### config.mk
export PLATFORM = sky130hd
export DESIGN_NAME = axi_rd_burst_split_flat
export DESIGN_NICKNAME = d
export VERILOG_FILES = /design/src/rtl/axi_rd_burst_split_pkg.sv /design/src/rtl/axi_rd_burst_split_if.sv /design/src/rtl/axi_rd_burst_split_addr_next.sv /design/src/rtl/axi_rd_burst_split.sv /design/src/flat_wrapper.sv
export SDC_FILE = /design/constraint.sdc
export NUM_CORES = 1
export LEC_CHECK = 0
export ABC_CLOCK_PERIOD_IN_PS = 6500
export CORE_MARGIN = 1
export CORE_UTILIZATION = 52
export DETAILED_ROUTE_END_ITERATION = 8
export HOLD_SLACK_MARGIN = 0.02
export PLACE_DENSITY = 0.87
export RECOVER_POWER = 100
export REMOVE_ABC_BUFFERS = 1
export SLEW_MARGIN = 10
export SYNTH_ARGS = -nofsm -noshare
export SYNTH_HDL_FRONTEND = slang
export SYNTH_SLANG_ARGS = --single-unit
### constraint.sdc
create_clock -name s_clk -period 6.5 [get_ports s_clk]
set_input_delay 1.3 -clock s_clk [delete_from_list [all_inputs] [get_ports s_clk]]
set_output_delay 1.3 -clock s_clk [all_outputs]
set_load 0.05 [all_outputs]
### src/rtl/axi_rd_burst_split_pkg.sv
// Shared constants and types for the AXI read burst splitter.
package axi_rd_burst_split_pkg;

  localparam logic [1:0] BURST_FIXED = 2'b00;
  localparam logic [1:0] BURST_INCR  = 2'b01;
  localparam logic [1:0] BURST_WRAP  = 2'b10;

  localparam logic [1:0] RESP_OKAY   = 2'b00;
  localparam logic [1:0] RESP_EXOKAY = 2'b01;
  localparam logic [1:0] RESP_SLVERR = 2'b10;
  localparam logic [1:0] RESP_DECERR = 2'b11;

  typedef enum logic [1:0] {
    ST_IDLE  = 2'd0,
    ST_ISSUE = 2'd1,
    ST_WAIT  = 2'd2,
    ST_SEND  = 2'd3
  } state_e;

  // SLVERR and DECERR both carry bit 1 set
  function automatic logic is_err(input logic [1:0] resp);
    return resp[1];
  endfunction

endpackage

### src/rtl/axi_rd_burst_split_if.sv
// AXI4 read channel bundle (AR + R) with master and slave views.
interface axi_rd_burst_split_if #(
  parameter int DATA_WIDTH = 32,
  parameter int ADDR_WIDTH = 32,
  parameter int ID_WIDTH   = 4
);
  logic [ADDR_WIDTH-1:0] araddr;
  logic [ID_WIDTH-1:0]   arid;
  logic [7:0]            arlen;
  logic [2:0]            arsize;
  logic [1:0]            arburst;
  logic [2:0]            arprot;
  logic                  arvalid;
  logic                  arready;
  logic [DATA_WIDTH-1:0] rdata;
  logic [ID_WIDTH-1:0]   rid;
  logic [1:0]            rresp;
  logic                  rlast;
  logic                  rvalid;
  logic                  rready;

  modport master (
    output araddr, arid, arlen, arsize, arburst, arprot, arvalid, rready,
    input  arready, rdata, rid, rresp, rlast, rvalid
  );

  modport slave (
    input  araddr, arid, arlen, arsize, arburst, arprot, arvalid, rready,
    output arready, rdata, rid, rresp, rlast, rvalid
  );
endinterface

### src/rtl/axi_rd_burst_split_addr_next.sv
// axi_burst_addr_next: address of the following beat of an AXI burst.
// Purely combinational; WRAP with an illegal length falls back to INCR.
module axi_burst_addr_next
  import axi_rd_burst_split_pkg::*;
#(
  parameter int ADDR_WIDTH = 32
) (
  input  logic [ADDR_WIDTH-1:0] addr,
  input  logic [7:0]            len,
  input  logic [2:0]            size,
  input  logic [1:0]            burst,
  output logic [ADDR_WIDTH-1:0] next_addr
);
  logic [ADDR_WIDTH-1:0] bytes;
  logic [ADDR_WIDTH-1:0] incr_addr;
  logic [ADDR_WIDTH-1:0] wrap_mask;
  logic                  wrap_ok;

  // Select the next address from the burst type
  always_comb begin
    bytes     = ADDR_WIDTH'(1) << size;
    incr_addr = addr + bytes;
    wrap_mask = ((ADDR_WIDTH'(len) + ADDR_WIDTH'(1)) << size) - ADDR_WIDTH'(1);
    wrap_ok   = (len == 8'd1) || (len == 8'd3) || (len == 8'd7) || (len == 8'd15);
    next_addr = incr_addr;
    if (burst == BURST_FIXED) begin
      next_addr = addr;
    end else if ((burst == BURST_WRAP) && wrap_ok) begin
      next_addr = (addr & ~wrap_mask) | (incr_addr & wrap_mask);
    end
  end
endmodule

### src/rtl/axi_rd_burst_split.sv
// axi_rd_burst_split: splits each upstream AXI4 read burst into serial
// single-beat downstream reads, one burst outstanding at a time.
// Optional macro AXI_RD_SPLIT_ERR_ABORT_EN: after an error response, the
// remaining beats are not issued and return zero data with that error code.
module axi_rd_burst_split
  import axi_rd_burst_split_pkg::*;
#(
  parameter int DATA_WIDTH = 32,
  parameter int ADDR_WIDTH = 32,
  parameter int ID_WIDTH   = 4
) (
  input  logic                 s_clk,
  input  logic                 s_rst,
  axi_rd_burst_split_if.slave  s_axi,
  axi_rd_burst_split_if.master m_axi
);
  state_e                state_q, state_d;
  logic [ADDR_WIDTH-1:0] addr_q, addr_d;
  logic [ID_WIDTH-1:0]   id_q, id_d;
  logic [7:0]            len_q, len_d;
  logic [2:0]            size_q, size_d;
  logic [1:0]            burst_q, burst_d;
  logic [2:0]            prot_q, prot_d;
  logic [7:0]            cnt_q, cnt_d;
  logic [DATA_WIDTH-1:0] rdata_q, rdata_d;
  logic [1:0]            rresp_q, rresp_d;
`ifdef AXI_RD_SPLIT_ERR_ABORT_EN
  logic                  err_q, err_d;
`endif
  logic [ADDR_WIDTH-1:0] next_addr;
  logic                  is_last;

  axi_burst_addr_next #(.ADDR_WIDTH(ADDR_WIDTH)) u_addr_next (
    .addr      (addr_q),
    .len       (len_q),
    .size      (size_q),
    .burst     (burst_q),
    .next_addr (next_addr)
  );

  assign is_last = (cnt_q == len_q);

  // State and burst context registers
  always_ff @(posedge s_clk) begin
    if (s_rst) begin
      state_q <= ST_IDLE;
      addr_q  <= '0;
      id_q    <= '0;
      len_q   <= '0;
      size_q  <= '0;
      burst_q <= '0;
      prot_q  <= '0;
      cnt_q   <= '0;
      rdata_q <= '0;
      rresp_q <= RESP_OKAY;
`ifdef AXI_RD_SPLIT_ERR_ABORT_EN
      err_q   <= 1'b0;
`endif
    end else begin
      state_q <= state_d;
      addr_q  <= addr_d;
      id_q    <= id_d;
      len_q   <= len_d;
      size_q  <= size_d;
      burst_q <= burst_d;
      prot_q  <= prot_d;
      cnt_q   <= cnt_d;
      rdata_q <= rdata_d;
      rresp_q <= rresp_d;
`ifdef AXI_RD_SPLIT_ERR_ABORT_EN
      err_q   <= err_d;
`endif
    end
  end

  // Next-state logic: capture burst, issue beat, wait for data, return beat
  always_comb begin
    state_d = state_q;
    addr_d  = addr_q;
    id_d    = id_q;
    len_d   = len_q;
    size_d  = size_q;
    burst_d = burst_q;
    prot_d  = prot_q;
    cnt_d   = cnt_q;
    rdata_d = rdata_q;
    rresp_d = rresp_q;
`ifdef AXI_RD_SPLIT_ERR_ABORT_EN
    err_d   = err_q;
`endif
    case (state_q)
      ST_IDLE: begin
`ifdef AXI_RD_SPLIT_ERR_ABORT_EN
        err_d = 1'b0;
`endif
        if (s_axi.arvalid) begin
          addr_d  = s_axi.araddr;
          id_d    = s_axi.arid;
          len_d   = s_axi.arlen;
          size_d  = s_axi.arsize;
          burst_d = s_axi.arburst;
          prot_d  = s_axi.arprot;
          cnt_d   = 8'd0;
          state_d = ST_ISSUE;
        end
      end
      ST_ISSUE: begin
        if (m_axi.arready) state_d = ST_WAIT;
      end
      ST_WAIT: begin
        if (m_axi.rvalid) begin
          rdata_d = m_axi.rdata;
          rresp_d = m_axi.rresp;
`ifdef AXI_RD_SPLIT_ERR_ABORT_EN
          if (is_err(m_axi.rresp)) err_d = 1'b1;
`endif
          state_d = ST_SEND;
        end
      end
      ST_SEND: begin
        if (s_axi.rready) begin
          if (is_last) begin
            state_d = ST_IDLE;
          end else begin
            addr_d  = next_addr;
            cnt_d   = cnt_q + 8'd1;
            state_d = ST_ISSUE;
`ifdef AXI_RD_SPLIT_ERR_ABORT_EN
            // Burst already failed: synthesize the remaining beats locally
            if (err_q) begin
              rdata_d = '0;
              state_d = ST_SEND;
            end
`endif
          end
        end
      end
      default: state_d = ST_IDLE;
    endcase
  end

  // Every valid/ready is a decode of the registered state
  assign s_axi.arready = (state_q == ST_IDLE);
  assign s_axi.rvalid  = (state_q == ST_SEND);
  assign s_axi.rdata   = rdata_q;
  assign s_axi.rid     = id_q;
  assign s_axi.rresp   = rresp_q;
  assign s_axi.rlast   = (state_q == ST_SEND) && is_last;

  assign m_axi.arvalid = (state_q == ST_ISSUE);
  assign m_axi.araddr  = addr_q;
  assign m_axi.arid    = id_q;
  assign m_axi.arlen   = 8'd0;
  assign m_axi.arsize  = size_q;
  assign m_axi.arburst = (state_q == ST_ISSUE) ? BURST_INCR : BURST_FIXED;
  assign m_axi.arprot  = prot_q;
  assign m_axi.rready  = (state_q == ST_WAIT);
endmodule

### src/flat_wrapper.sv
// flat-port wrapper written by rule: the top's interface ports become plain ports
module axi_rd_burst_split_flat import axi_rd_burst_split_pkg::*;
#(
  parameter int DATA_WIDTH = 32,
  parameter int ADDR_WIDTH = 32,
  parameter int ID_WIDTH   = 4
)
  (s_clk, s_rst, s_axi_araddr, s_axi_arid, s_axi_arlen, s_axi_arsize, s_axi_arburst, s_axi_arprot, s_axi_arvalid, s_axi_rready, s_axi_arready, s_axi_rdata, s_axi_rid, s_axi_rresp, s_axi_rlast, s_axi_rvalid, m_axi_araddr, m_axi_arid, m_axi_arlen, m_axi_arsize, m_axi_arburst, m_axi_arprot, m_axi_arvalid, m_axi_rready, m_axi_arready, m_axi_rdata, m_axi_rid, m_axi_rresp, m_axi_rlast, m_axi_rvalid);
  axi_rd_burst_split_if #(.DATA_WIDTH(DATA_WIDTH), .ADDR_WIDTH(ADDR_WIDTH), .ID_WIDTH(ID_WIDTH)) s_axi_i ();
  axi_rd_burst_split_if #(.DATA_WIDTH(DATA_WIDTH), .ADDR_WIDTH(ADDR_WIDTH), .ID_WIDTH(ID_WIDTH)) m_axi_i ();
  input  logic s_clk;
  input  logic s_rst;
  input wire logic [$bits(s_axi_i.araddr)-1:0] s_axi_araddr;
  input wire logic [$bits(s_axi_i.arid)-1:0] s_axi_arid;
  input wire logic [$bits(s_axi_i.arlen)-1:0] s_axi_arlen;
  input wire logic [$bits(s_axi_i.arsize)-1:0] s_axi_arsize;
  input wire logic [$bits(s_axi_i.arburst)-1:0] s_axi_arburst;
  input wire logic [$bits(s_axi_i.arprot)-1:0] s_axi_arprot;
  input wire logic [$bits(s_axi_i.arvalid)-1:0] s_axi_arvalid;
  input wire logic [$bits(s_axi_i.rready)-1:0] s_axi_rready;
  output wire logic [$bits(s_axi_i.arready)-1:0] s_axi_arready;
  output wire logic [$bits(s_axi_i.rdata)-1:0] s_axi_rdata;
  output wire logic [$bits(s_axi_i.rid)-1:0] s_axi_rid;
  output wire logic [$bits(s_axi_i.rresp)-1:0] s_axi_rresp;
  output wire logic [$bits(s_axi_i.rlast)-1:0] s_axi_rlast;
  output wire logic [$bits(s_axi_i.rvalid)-1:0] s_axi_rvalid;
  output wire logic [$bits(m_axi_i.araddr)-1:0] m_axi_araddr;
  output wire logic [$bits(m_axi_i.arid)-1:0] m_axi_arid;
  output wire logic [$bits(m_axi_i.arlen)-1:0] m_axi_arlen;
  output wire logic [$bits(m_axi_i.arsize)-1:0] m_axi_arsize;
  output wire logic [$bits(m_axi_i.arburst)-1:0] m_axi_arburst;
  output wire logic [$bits(m_axi_i.arprot)-1:0] m_axi_arprot;
  output wire logic [$bits(m_axi_i.arvalid)-1:0] m_axi_arvalid;
  output wire logic [$bits(m_axi_i.rready)-1:0] m_axi_rready;
  input wire logic [$bits(m_axi_i.arready)-1:0] m_axi_arready;
  input wire logic [$bits(m_axi_i.rdata)-1:0] m_axi_rdata;
  input wire logic [$bits(m_axi_i.rid)-1:0] m_axi_rid;
  input wire logic [$bits(m_axi_i.rresp)-1:0] m_axi_rresp;
  input wire logic [$bits(m_axi_i.rlast)-1:0] m_axi_rlast;
  input wire logic [$bits(m_axi_i.rvalid)-1:0] m_axi_rvalid;
  assign s_axi_i.araddr = s_axi_araddr;
  assign s_axi_i.arid = s_axi_arid;
  assign s_axi_i.arlen = s_axi_arlen;
  assign s_axi_i.arsize = s_axi_arsize;
  assign s_axi_i.arburst = s_axi_arburst;
  assign s_axi_i.arprot = s_axi_arprot;
  assign s_axi_i.arvalid = s_axi_arvalid;
  assign s_axi_i.rready = s_axi_rready;
  assign s_axi_arready = s_axi_i.arready;
  assign s_axi_rdata = s_axi_i.rdata;
  assign s_axi_rid = s_axi_i.rid;
  assign s_axi_rresp = s_axi_i.rresp;
  assign s_axi_rlast = s_axi_i.rlast;
  assign s_axi_rvalid = s_axi_i.rvalid;
  assign m_axi_araddr = m_axi_i.araddr;
  assign m_axi_arid = m_axi_i.arid;
  assign m_axi_arlen = m_axi_i.arlen;
  assign m_axi_arsize = m_axi_i.arsize;
  assign m_axi_arburst = m_axi_i.arburst;
  assign m_axi_arprot = m_axi_i.arprot;
  assign m_axi_arvalid = m_axi_i.arvalid;
  assign m_axi_rready = m_axi_i.rready;
  assign m_axi_i.arready = m_axi_arready;
  assign m_axi_i.rdata = m_axi_rdata;
  assign m_axi_i.rid = m_axi_rid;
  assign m_axi_i.rresp = m_axi_rresp;
  assign m_axi_i.rlast = m_axi_rlast;
  assign m_axi_i.rvalid = m_axi_rvalid;
  axi_rd_burst_split #(.DATA_WIDTH(DATA_WIDTH), .ADDR_WIDTH(ADDR_WIDTH), .ID_WIDTH(ID_WIDTH)) u_core (.s_clk(s_clk), .s_rst(s_rst), .s_axi(s_axi_i), .m_axi(m_axi_i));
endmodule
==> results.yml, run 1 <==
outcome:
  outcome: "finished, violations left"
  violations: "DRC"
setup_path:
  cp-end-kind: "register"
  critPathKind: "reg2reg"
  cp_max_fo: 15
  cp_cell_sequence: "ha_1 -> nand3_1 -> a22o_1 -> a2111oi_0 -> nor2_2 -> o31a_1 -> or3_1 -> nor4_1 -> ha_1 -> inv_1 -> nand2_1 -> a21oi_1 -> a2111oi_0"
  cp_slowest_cell: "dfxtp_1"
  required_ps: 6700
  worstSetupStartpointType: "register"
  critical_path_arrival_ps: 4960
  slowest_delay_ps: 680
pwr:
  leakage_nw: 3.25
  p_per_area_nw_per_um2: 391
  peakVddDrop_uv: 374
yosys:
  synth_flop_cell: "dfxtp_1"
  synth_top_area_frac: 0.305
  ys_seq_area_frac: 0.305
  synth-edff-count: 0
  postSynthAreaPerCell_um2: 7.46
  synthesis.area_um2: 6300
  yosys_warnings: 0
  synth-seq-cells: 96
  synth_area_leaders: "dfxtp_1 (31%), nand2_1 (9.4%), a21oi_1 (7.6%)"
  synthCells: 845
  yosysTopAreaCell: "dfxtp_1"
  synthArstFlopShare: 0
  ys_types: 80
place:
  gp_congestion: 0.878
  placed_cells: 1109
  io_buffer_count: 177
  dp_hpwl_mm: 11.8
floorplanning:
  core-area_um2: 11600
  die-area_um2: 12600
  row_count: 39
  io-pin-count: 192
  start_util: 0.542
  die_x_um: 112
  die_y_um: 112
final_layout:
  fin_util: 0.707
  layout-drive-gt1-share: 0.0407
  antennaDiodeCount: 0
  fin_nets: 1092
  instances_no_fill: 1125
  area_growth_pct: 30.4
  fillers: 968
clocking:
  cts.clk_slew.worst_paths_ps: 70
  clk_latency_ps: 360
  cts_hold_buf: 0
  clock_path_buffers: 2
  cts_root_buffer: "clkbuf_16"
  cts_buffers: 9
  cts_tree: "built"
  cts_setup_buffers: 0
  cts_resized: 0
  cts.sinks: 96
  h-tree-depth: 3
global_route:
  grt_start_max_net_pins: 53
  grt_usage: 0.272
  antenna_found_initial: 0
  overflow: 0
  grt_pass1_vias: 5884
  grt_pass1_wl_mm: 27.9
run:
  cap_violations: 0
timing:
  final-max-slew-violation-count: 0
  max_freq_mhz: 210
  hold_violations: 0
  grt_setup_unrepaired: "false"
  max-slew-margin-rel: 0.169
  finalSetupTns_ps: 0
  setup_viol: 0
  skew_ps: 8.57
  min_period_ps: 4770
  fin_crit_sh: 0.733
  tightest_slew_ps: 1240
hold_path:
  hp-class: "reg2reg"
detailed_routing:
  dr.pass1.iters: 9
  avgViaCountPerCell: 5.77
  ant_nets: 0
  drt-initial-drc-count: 615
  wl_per_cell_um: 15.3
  vias: 6489
  routed_wl_mm: 17.2
  drc: 8
report_power, final:
group	leakage, nW	internal, mW	switching (mW)
clock	0.145	0.314	0.252
combinational	2.32	0.590	1.17
sequential	0.785	0.724	0.161
total	3.25	1.63	1.59
synthesized netlist by cell type (15+ instances only):
cell type	number
nand2_1	157
inv_1	25
nor3_1	26
dfxtp_1	96
clkbuf_1	35
xor2_1	20
a21oi_1	96
nand3_1	17
a211oi_1	15
buf_4	16
o21ai_0	28
nor2_1	64
ha_1	17
area by class of cell:
| cell class | instances | area (um^2) | share of cell area |
|---|---|---|---|
| Inverter | 26 | 97.6 | 0.0119 |
| Timing Repair Buffer | 185 | 1830 | 0.222 |
| Multi-Input combinational cell | 659 | 3870 | 0.472 |
| Sequential cell | 96 | 1920 | 0.234 |
| Tap cell | 143 | 179 | 0.0218 |
| Clock buffer | 10 | 239 | 0.0291 |
| Clock inverter | 6 | 75.1 | 0.00914 |
kinds of logic after synthesis:
| group | share of synthesized area |
|---|---|
| other | 0.000595 |
| AOI/OAI and AO/OA | 0.253 |
| xor gates and xnor gates | 0.0445 |
| buffers and inverters | 0.0743 |
| and+or+nand+nor | 0.258 |
| muxes | 0.0276 |
| DFF | 0.305 |
| adders and majority gates | 0.0369 |
path summary, 6_finish.rpt:
check,depth (start not counted),startpoint,end,slack [ps]
setup reg to reg,13,u_core.len_q[0]$_SDFFE_PP0P_,register,1730
hold reg to reg,2,u_core.m_axi.arprot[2]$_SDFFE_PP0P_,u_core.m_axi.arprot[2]$_SDFFE_PP0P_,450
setup / recovery,13,u_core.len_q[0]$_SDFFE_PP0P_,register,1730
hold / removal,2,u_core.m_axi.arprot[2]$_SDFFE_PP0P_,u_core.m_axi.arprot[2]$_SDFFE_PP0P_,450
worst max-delay path, delay by kind of cell, from the launching register on:
family,cells,cell delay [ps]
DFF,1,680
and+or+nand+nor,5,1200
buffers and inverters,1,60
AOI/OAI and AO/OA,5,2030
adders and majority gates,2,630
cells in the final DEF (no fill, tap or decap), types with 7 or more instances in the layout:
cell type and n:
nand3_1 17, o21a_1 7, nor2b_1 11, xor2_1 20, xnor2_1 12, ha_1 17
nand2_1 157, o21ai_0 31, nor3_1 28, nor4_1 8, and3_1 10, clkbuf_16 9
a31oi_1 8, conb_1 9, a211oi_1 15, dlygate4sd3_1 88, dfxtp_1 96, buf_4 8
nor2_1 65, a311oi_1 9, nand4_1 8, mux2i_1 14, clkdlybuf4s50_1 88, and2_1 10
a21o_1 7, inv_1 25, a21oi_1 96
metal layers:
metal,GRT usage,wire [um],share of wire,vias up
met2,0.461,8120,0.47,275
met1,0.336,7340,0.43,2936
li1,-,-,-,3246
met4,0.102,353,0.021,0
met3,0.0648,1360,0.079,32
met5,0,0,0,-
through the flow:
stage               total power, mW  hold slack [ps]  instance area, um^2  worst slack (ps)
floorplan                      2.16              434                 5960              2030
detailed placement             2.72              446                 7970              2240
global placement               2.69              440                 7970              2290
CTS                            3.30              455                 8280              2090
global route                   3.41              465                 8210              1430
finish                         3.21              450                 8210              1730
Note: power is estimated with default switching activity, not from simulation.
==> run 2: changes to the inputs <==
ABC_CLOCK_PERIOD_IN_PS = 4800   (was 6500)
CORE_UTILIZATION = 48   (was 52)
PLACE_DENSITY = 0.82   (was 0.87)
clock period = 4.8 ns   (was 6.5 ns; I/O delays follow)
==> results.yml, run 2 (synthesis results as in run 1) <==
outcome:
  outcome: "complete, no violations"
setup_path:
  cp_max_fo: 10
  cp.buffers_inverters: 0
  reg2reg_slack_ps: 590
  critPathKind: "reg2reg"
  critical_path.top_delay_family: "simple AND/OR/NAND/NOR gates"
  crit_path_start: "u_core.len_q[1]$_SDFFE_PP0P_"
  cp-end-kind: "register"
  critical_path_arrival_ps: 4460
  required_ps: 5050
  cp_cell_sequence: "ha_1 -> nand3_1 -> o2111ai_1 -> o21ai_0 -> or4_1 -> o31a_1 -> or3_1 -> nor4_1 -> ha_1 -> a21oi_1 -> a21oi_1 -> o221a_2"
  slowest_delay_ps: 610
  reg2regPathDepth: 12
  worstSetupStartpointType: "register"
  r2r-start: "u_core.len_q[1]$_SDFFE_PP0P_"
  cp_slowest_cell: "or4_1"
run:
  cap_violations: 0
final_layout:
  layout_common_cells: "nand2_1 (157), a21oi_1 (96), dfxtp_1 (96)"
  finalInstanceArea_um2: 8330
  multi_input_area_um2: 3920
  layout-drive-gt1-share: 0.0476
  fillers: 1171
  regArea_um2: 1920
  area_growth_pct: 32.2
  final_common_cell: "nand2_1"
  instances_no_fill: 1159
  antennaDiodeCount: 0
  fin_nets: 1097
hold_path:
  min_path_cells: 2
  hp-class: "reg2reg"
  holdPathEnd: "u_core.s_axi.rdata[16]$_SDFFE_PP0P_"
  hp-start: "u_core.s_axi.rdata[16]$_SDFFE_PP0P_"
floorplanning:
  die_y_um: 117
  start_util: 0.495
  die-area_um2: 13600
  die_x_um: 117
  core-area_um2: 12700
  io-pin-count: 192
  row_count: 41
detailed_routing:
  vias: 6485
  avgViaCountPerCell: 5.60
  drc: 0
  wl_per_cell_um: 15.1
  dr.pass1.iters: 5
  ant_nets: 0
  routed_wl_mm: 17.5
  drt-initial-drc-count: 507
place:
  dp_hpwl_mm: 12.4
  dpl_cell_area_um2: 8040
  io_buffer_count: 177
  placed_cells: 1143
  gp_congestion: 0.879
global_route:
  overflow: 0
  grt_usage: 0.253
  grt_pass1_vias: 5807
  met1_usage: 0.316
  antenna_found_initial: 0
  grt_start_max_net_pins: 48
  grt.busiest_layer: "met2"
  met3_usage: 0.0607
  grt_pass1_wl_mm: 27.4
  met2_usage: 0.428
timing:
  max-slew-margin-rel: 0.226
  grt_setup_unrepaired: "false"
  max_freq_mhz: 237
  tightest_slew_ps: 1160
  fin_crit_sh: 0.877
  skew_ps: 8.28
  min_period_ps: 4210
  final-max-slew-violation-count: 0
  setup_viol: 0
  hold_violations: 0
  hold_ws_ps: 450
  finalSetupTns_ps: 0
clocking:
  h-tree-depth: 3
  clk_latency_ps: 350
  cts.clk_slew.worst_paths_ps: 70
  cts_resized: 0
  cts_setup_buffers: 0
  cts_root_buffer: "clkbuf_16"
  cts_hold_buf: 0
  cts_buffers: 9
  cts.sinks: 96
  clock_path_buffers: 2
  cts_tree: "built"
pwr:
  leakage_nw: 3.29
  p_per_area_nw_per_um2: 528
  finalPower_mw: 4.39
  peakVddDrop_uv: 382
[run 2: worst max-delay path by stage]
stage	end	slack, ps	cells after the start
floorplan	register	500	10
detailed placement	register	770	12
global route	register	270	12
global placement	register	810	12
CTS	register	730	12
finish	register	590	12
[run 2: final cells by class]
cell class | instances | area share
repair buffers | 190 | 0.223
inverters | 26 | 0.0117
flip-flops and latches | 96 | 0.231
clock buffers | 9 | 0.0271
clock inverters | 7 | 0.0105
well taps | 172 | 0.0258
multi-input cells | 659 | 0.471
[run 2: power by group]
group	internal, mW	switching, mW
Sequential	0.980	0.221
Clock	0.415	0.350
Combinational	0.822	1.61
[run 2: tightest hold or removal path, delay by kind of cell, from the launching register on]
family,cells,cell delay [ps]
flip-flops,1,310
AND/OR/NAND/NOR,1,50
AO/OA/AOI/OAI,1,50
[run 2: metal layers]
layer  vias up  routed length, um
li1       3254                  -
met1      2982               7600
met2       215               8180
met3        34               1390
met4         0                339
met5         -                  0
[run 2: metrics by stage]
stage | setup WS [ps] | utilization
floorplan | 502 | -
global placement | 811 | 0.632
detailed placement | 769 | 0.632
CTS | 732 | 0.657
global route | 271 | 0.654
finish | 588 | 0.654
